## config.mk

```make
export PLATFORM = sky130hd
export DESIGN_NAME = apb_master
export DESIGN_NICKNAME = d
export VERILOG_FILES = /design/src/rtl/apb_master.sv
export SDC_FILE = /design/constraint.sdc
export NUM_CORES = 1
export LEC_CHECK = 0
export ABC_AREA = 1
export CAP_MARGIN = 20
export CORE_AREA = 5 5 102 104
export DETAILED_ROUTE_END_ITERATION = 6
export DIE_AREA = 0 0 107 109
export GPL_ROUTABILITY_DRIVEN = 0
export MAX_ROUTING_LAYER = met4
export PLACE_DENSITY = 0.82
export SYNTH_ARGS = -nofsm -noshare
export SYNTH_HDL_FRONTEND = slang
export SYNTH_SLANG_ARGS = --single-unit
```

## constraint.sdc

```tcl
create_clock -name pclk -period 2.37 [get_ports pclk]
set_input_delay 0.3555 -clock pclk [delete_from_list [all_inputs] [get_ports pclk]]
set_output_delay 0.3555 -clock pclk [all_outputs]
set_load 0.05 [all_outputs]
```

## src/rtl/apb_master.sv

```systemverilog
// Single-outstanding APB master: valid/ready host request in, held response out.
// Runs SETUP/ACCESS with slave wait states and a wait-state timeout abort.
module apb_master #(
   parameter int DW     = 32,
   parameter int AW     = 5,
   parameter int SW     = DW/8,
   parameter int TO_CYC = 16
) (
   input  logic          pclk,
   input  logic          preset,
   input  logic          i_req_valid,
   output logic          o_req_ready,
   input  logic          i_req_write,
   input  logic [AW-1:0] i_req_addr,
   input  logic [DW-1:0] i_req_wdata,
   input  logic [SW-1:0] i_req_strb,
   output logic          o_rsp_valid,
   input  logic          i_rsp_ready,
   output logic [DW-1:0] o_rsp_rdata,
   output logic          o_rsp_err,
   output logic          o_rsp_timeout,
   output logic [AW-1:0] o_paddr,
   output logic          o_pwrite,
   output logic          o_psel,
   output logic          o_penable,
   output logic [DW-1:0] o_pwdata,
   output logic [SW-1:0] o_pstrb,
   input  logic [DW-1:0] i_prdata,
   input  logic          i_pready,
   input  logic          i_pslverr
);

   localparam int CW = (TO_CYC > 0) ? $clog2(TO_CYC + 1) : 1;
   localparam logic [CW-1:0] LIM = CW'((TO_CYC > 0) ? TO_CYC - 1 : 0);

   typedef enum logic [1:0] {
      S_IDLE,
      S_SETUP,
      S_ACCESS,
      S_RESP
   } state_t;

   state_t          r_state;
   state_t          w_next;
   logic            r_write;
   logic [AW-1:0]   r_addr;
   logic [DW-1:0]   r_wdata;
   logic [SW-1:0]   r_strb;
   logic            r_psel;
   logic            r_penable;
   logic [CW-1:0]   r_wcnt;
   logic [DW-1:0]   r_rsp_rdata;
   logic            r_rsp_err;
   logic            r_rsp_to;
   logic            w_accept;
   logic            w_done;
   logic            w_timeout;

   assign o_req_ready = (r_state == S_IDLE);
   assign w_accept    = i_req_valid && o_req_ready;
   assign w_done      = (r_state == S_ACCESS) && i_pready;
   // Abort on the TO_CYC-th consecutive not-ready ACCESS cycle
   assign w_timeout   = (TO_CYC != 0) && (r_state == S_ACCESS) &&
                        !i_pready && (r_wcnt == LIM);

   always_ff @(posedge pclk or posedge preset) begin
      if (preset) r_state <= S_IDLE;
      else        r_state <= w_next;
   end

   always_comb begin
      w_next = r_state;
      case (r_state)
         S_IDLE:   if (w_accept) w_next = S_SETUP;
         S_SETUP:  w_next = S_ACCESS;
         S_ACCESS: if (w_done || w_timeout) w_next = S_RESP;
         S_RESP:   if (i_rsp_ready) w_next = S_IDLE;
         default:  w_next = S_IDLE;
      endcase
   end

   always_ff @(posedge pclk or posedge preset) begin
      if (preset) begin
         r_write <= 1'b0;
         r_addr  <= '0;
         r_wdata <= '0;
         r_strb  <= '0;
      end else if (w_accept) begin
         r_write <= i_req_write;
         r_addr  <= i_req_addr;
         r_wdata <= i_req_write ? i_req_wdata : '0;
         r_strb  <= i_req_write ? i_req_strb : '0;
      end
   end

   always_ff @(posedge pclk or posedge preset) begin
      if (preset) begin
         r_psel    <= 1'b0;
         r_penable <= 1'b0;
      end else begin
         r_psel    <= (w_next == S_SETUP) || (w_next == S_ACCESS);
         r_penable <= (w_next == S_ACCESS);
      end
   end

   always_ff @(posedge pclk or posedge preset) begin
      if (preset)
         r_wcnt <= '0;
      else if (r_state == S_SETUP)
         r_wcnt <= '0;
      else if ((r_state == S_ACCESS) && !i_pready)
         r_wcnt <= r_wcnt + CW'(1);
   end

   always_ff @(posedge pclk or posedge preset) begin
      if (preset) begin
         r_rsp_rdata <= '0;
         r_rsp_err   <= 1'b0;
         r_rsp_to    <= 1'b0;
      end else if (w_done) begin
         r_rsp_rdata <= (!r_write && !i_pslverr) ? i_prdata : '0;
         r_rsp_err   <= i_pslverr;
         r_rsp_to    <= 1'b0;
      end else if (w_timeout) begin
         r_rsp_rdata <= '0;
         r_rsp_err   <= 1'b1;
         r_rsp_to    <= 1'b1;
      end
   end

   assign o_paddr       = r_addr;
   assign o_pwrite      = r_write;
   assign o_pwdata      = r_wdata;
   assign o_pstrb       = r_strb;
   assign o_psel        = r_psel;
   assign o_penable     = r_penable;
   assign o_rsp_valid   = (r_state == S_RESP);
   assign o_rsp_rdata   = r_rsp_rdata;
   assign o_rsp_err     = r_rsp_err;
   assign o_rsp_timeout = r_rsp_to;

endmodule

```

==> results of run 1 <==
sequential cells by signal, summed over array words and instances, names as in the netlist:
name	cells
o_paddr	5
o_penable	1
o_psel	1
o_pstrb	4
o_pwdata	32
o_pwrite	1
o_rsp_err	1
o_rsp_rdata	32
o_rsp_timeout	1
r_state	2
r_wcnt	5
power by group:
group | total (mW) | switching (mW) | internal (mW)
clock network | 1.13 | 0.511 | 0.620
registers | 2.35 | 0.352 | 1.99
logic | 4.00 | 2.72 | 1.29
cells in the final DEF, fill, tap and decap left out:
cell             instances
nor2_4                   2
nand2_1                242
or2_2                    2
o21ai_2                  1
clkbuf_8                10
clkdlybuf4s50_1        159
nand2_4                  1
clkinv_4                 2
nor2_2                   1
inv_2                    1
inv_1                   12
a21oi_1                  1
nor2_1                   4
dfrtp_1                 85
buf_4                    5
bufinv_16                2
nand3_1                  8
ha_1                     3
nand3_2                  1
o21ai_0                  2
nor2_8                   1
clkinvlp_4               2
worst max-delay path: cells and delay by family, from the launching register on:
kind                   cells  cell delay [ps]
buffers and inverters      2              870
AND/OR/NAND/NOR            1               90
flip-flops                 1              520
worst max path at each step:
stage / to / slack, ps / depth (start not counted)
floorplan: o_psel / 830 / 9
global placement: o_rsp_rdata[24] / 550 / 6
detailed placement: o_rsp_rdata[23] / 490 / 6
CTS: o_rsp_valid / 160 / 3
global route: o_rsp_valid / 110 / 3
finish: o_rsp_valid / 190 / 3
area by class of cell:
cell class              instances  share of cell area [%]
well taps                     114                    2.70
flip-flops and latches         85                    40.2
clock inverters                 5                    1.61
multi-input cells             269                    21.0
clock buffers                  10                    2.60
repair buffers                164                    30.8
inverters                      14                    1.07
per-layer routing:
layer / global-route usage (%) / vias up / share of wire (%)
li1: - / 1467 / -
met1: 21.5 / 1393 / 44
met2: 24.7 / 133 / 46
met3: 4.80 / 15 / 8.1
met4: 6.12 / 0 / 1.4
met5: - / - / 0
per-stage QoR:
step / utilization (%) / worst slack (ps) / total power, mW / std cells
after global placement: 53.5 / 550 / 6.32 / 646
after global routing: 55.9 / 107 / 7.89 / 661
final: 55.9 / 189 / 7.48 / 661
after floorplan: - / 829 / 4.95 / 381
after detailed placement: 53.5 / 494 / 6.39 / 646
after CTS: 55.9 / 163 / 7.56 / 661
kinds of logic (layout without fill, tap and decap cells):
group / Yosys count / after routing / synth area share (%)
fa+ha+maj: 3 / 3 / 1.11
flops: 85 / 85 / 63.0
buf+inv: 27 / 193 / 4.26
compound gates: 4 / 4 / 0.704
simple gates: 262 / 262 / 31.0
==> results.tsv, run 1 <==
metric	value	unit
outcome	completed	
# diodes	0	
Final TNS setup	0	ps
count of cell types in the netlist	19	
Slew @ Worst Pin	603	ps
drt drc	0	
CP max-delay cell	clkdlybuf4s50_1	
CTS Hold Bufs	0	
area share of the largest cell type after synthesis	63.0	%
antenna violations before repair	0	
CTS-repair resized insts	0	
Multi-input gate area	1110	um2
DRC marker count from the first detailed-route iteration	115	
CTS sink cnt	85	
hold crit path type	input pin to asynchronous set/reset pin	
R2R depth	8	
Leak	2.67	nW
RSZ-0062 raised after global routing	false	
Max Slew Vio Count	0	
I/O Buffers	159	
power per cell area	1420	nW/um2
Die Y-Extent	109	um
CP required	2010	ps
TritonCTS clock tree	done	
fin crit period	2180	ps
pin count of the biggest net entering global routing	49	
worst clock skew	9.26	ps
crit path from	r_state[0]	
Register Area	2130	um2
CTS root buf	clkbuf_8	
ys async rst share	100	%
cells after synthesis	381	
final WL	9130	um
sequential element share of the synthesized area	63.0	%
maximum vdd drop	886	uV
Layout area overhead	56.4	%
first-pass GRT wire length	14900	um
H-tree levels	3	
commonest cells in the netlist	nand2_1, dfrtp_1, inv_1, nand3_1, buf_2	
Critical Path Fanout Max	7	
layout cells sized above 1	5.67	%
vias per cell	4.55	
Worst EP arrival	1830	ps
Die ar.	11700	um2
MaxCap Viol Count	0	
CTS clk-pin slew, worst paths	90	ps
Worst setup EP type	primary output	
num rows	36	
DP HPWL	6840	um
startpoint types	register	
grt total ovfl	0	
Fmax	458	MHz
Antenna Nets Post-Route	0	
Avg WL per Cell	13.8	um
Setup Fix Bufs, Post-CTS	0	
flop2flop setup slack	670	ps
dpl cell area	5060	um2
Yosys warning count	0	
total CTS buffers	9	
Bufs on Longest Clock Path	2	
die width	107	um
Core Box Area	9460	um2
Net count, final	626	
Final Cell Area	5290	um2
Worst-Skew Late Latency	340	ps
Initial Util	35.7	%
CP Class	register to primary output	
number of synthesized register bits	85	
syn_nets	464	
final worst path period share	92.0	%
area leader, netlist	dfrtp_1	
Setup violations, final	0	
Most used DFF post-synth	dfrtp_1	
Post-Syn Area	3380	um2
DR pass1 iterations	4	
syn avg cell area	8.87	um2
Crit path largest cell delay	810	ps
most common cell in the netlist	nand2_1	
Fillers	815	
hold_ws	486	ps
Ports	160	
DR vias	3008	
All-Layer GR Usage	16.5	%
vias in the first global route	3137	
worst path cell trace	nand2_1, inv_1, clkdlybuf4s50_1	
Max-slew headroom	59.8	%
worst r2r src	r_wcnt[0]	
Final Hold Viols	0	
r2r endpoint	o_rsp_rdata[23]	
ranking of synthesized cells by area	dfrtp_1, nand2_1, inv_1	
EDFF count, synth	0	
(Power assumes the default switching activity.)
==> run 2: changes to the inputs <==
Settings changed: RECOVER_POWER from default to 50.
==> results.tsv, run 2 (same netlist as run 1, synthesis figures left out) <==
metric	value	unit	change
DR pass1 iterations	4		unchanged
drt drc	0		unchanged
CTS sink cnt	85		unchanged
dpl cell area	5060	um2	unchanged
DR vias	3003		-0.17%
final worst path period share	92.0	%	about the same
Worst EP arrival	1830	ps	about the same
CTS root buf	clkbuf_8		
final WL	9150	um	+0.23%
CTS clk-pin slew, worst paths	80	ps	about the same
Buf/Inv on CP	2		unchanged
Fmax	458	MHz	about the same
Multi-input gate area	1100	um2	-0.68%
Layout area overhead	56.1	%	
TritonCTS clock tree	done		
outcome	completed		
total CTS buffers	9		unchanged
DP HPWL	6840	um	unchanged
CTS Hold Bufs	0		unchanged
CTS-repair resized insts	0		unchanged
R2R depth	5		-3
Max Slew Vio Count	0		unchanged
Final TNS setup	0	ps	unchanged
pin count of the biggest net entering global routing	49		unchanged
I/O Buffers	159		unchanged
DRC marker count from the first detailed-route iteration	114		-0.87%
vias per cell	4.54		-0.17%
Setup violations, final	0		unchanged
vias in the first global route	3137		unchanged
hold depth	2		
Final Cell Area	5270	um2	-0.24%
hold crit path type	register to register		
Core Box Area	9460	um2	unchanged
Avg WL per Cell	13.8	um	+0.23%
Hold Startpoint	o_rsp_rdata[31]		
Die ar.	11700	um2	unchanged
num rows	36		unchanged
worst clock skew	9.24	ps	-0.0184 ps
maximum vdd drop	886	uV	about the same
worst path cell trace	nand2_1, inv_1, clkdlybuf4s50_1		
RSZ-0062 raised after global routing	false		
CP max-delay cell	clkdlybuf4s50_1		
Initial Util	35.7	%	unchanged
Critical Path Fanout Max	7		unchanged
Slew @ Worst Pin	1170	ps	+568 ps
Max-slew headroom	21.9	%	-38 points
Antenna Nets Post-Route	0		unchanged
Worst-Skew Late Latency	340	ps	about the same
Crit path largest cell delay	810	ps	about the same
# diodes	0		unchanged
Fillers	816		+0.12%
Die Y-Extent	109	um	unchanged
first-pass GRT wire length	14900	um	unchanged
die width	107	um	unchanged
grt total ovfl	0		unchanged
worst r2r src	r_state[0]		
power per cell area	1420	nW/um2	+0.11%
startpoint types	register		
WHS Endpoint	o_rsp_rdata[31]		
r2r endpoint	o_pwdata[9]		
Final Hold Viols	0		unchanged
hold_ws	486	ps	-0.0480 ps
Bufs on Longest Clock Path	2		unchanged
fin crit period	2180	ps	-0.0110 ps
CP required	2010	ps	about the same
most common cell after layout, fill and taps aside	nand2_1		
antenna violations before repair	0		unchanged
flop2flop setup slack	440	ps	-230 ps
All-Layer GR Usage	16.5	%	unchanged
Setup Fix Bufs, Post-CTS	0		unchanged
CP top delay family	buffers and inverters		
H-tree levels	3		unchanged
MaxCap Viol Count	0		unchanged
Leak	2.66	nW	-0.24%
Register Area	2130	um2	unchanged
Tot Pwr	7.47	mW	-0.13%
most frequent cells in the layout	nand2_1, clkdlybuf4s50_1, dfrtp_1		
Ports	160		unchanged
Worst setup EP type	primary output		
CP Class	register to primary output		
Net count, final	626		unchanged
DP Worst Slack	494	ps	unchanged
layout cells sized above 1	5.30	%	-0.37 points
slack of the critical path	189	ps	+0.0110 ps
-- run 2: cell types whose count changed in the layout (fill, tap and decap cells not counted) --
cell,delta
buf_4,-2
clkbuf_2,+2
clkdlybuf4s50_1,-1
dlygate4sd3_1,+1
inv_1,+1
inv_2,-1
nand2_1,+1
nand2_4,-1
-- run 2: per-stage QoR --
step | cells | util [%]
finish | 661 | 55.7
global route | 661 | 55.7
CTS | 661 | 55.9
detailed placement | 646 | 53.5
global placement | 646 | 53.5
floorplan | 381 | -
-- run 2: how the worst max path moves through the flow --
stage                from               to  slack, ps  depth (start not counted)
3_3_place_gp     i_pready  o_rsp_rdata[24]        550                          6
5_1_grt        r_state[0]      o_rsp_valid        110                          3
3_5_place_dp     i_pready  o_rsp_rdata[23]        490                          6
2_1_floorplan   r_wcnt[0]           o_psel        830                          9
4_1_cts        r_state[0]      o_rsp_valid        160                          3
6_report       r_state[0]      o_rsp_valid        190                          3
-- run 2: power by group --
group	switching [mW]	internal, mW	leakage, nW	total, mW
Sequential	0.351	1.99	1.11	2.34
Clock	0.511	0.620	0.109	1.13
Combinational	2.71	1.28	1.44	4.00
-- run 2: layout make-up --
type / count / area share [%]
Sequential cell: 85 / 40.3
Timing Repair Buffer: 164 / 30.8
Multi-Input combinational cell: 269 / 20.9
Tap cell: 114 / 2.71
Clock buffer: 10 / 2.61
Clock inverter: 5 / 1.61
Inverter: 14 / 1.07
-- run 2: worst reg2reg max path, cell delays in order (launching register included) --
cell	delay [ps]
dfrtp_1	490
nor2_4	120
nand2_1	470
nor2_8	590
nand2_1	130
nand2_1	80
-- run 2: per-layer routing --
metal	vias up	GRT usage, %	share of wire [%]
li1	1465	-	-
met1	1390	21.5	44
met2	133	24.7	46
met3	15	4.80	8.2
met4	0	6.12	1.4
met5	-	-	0
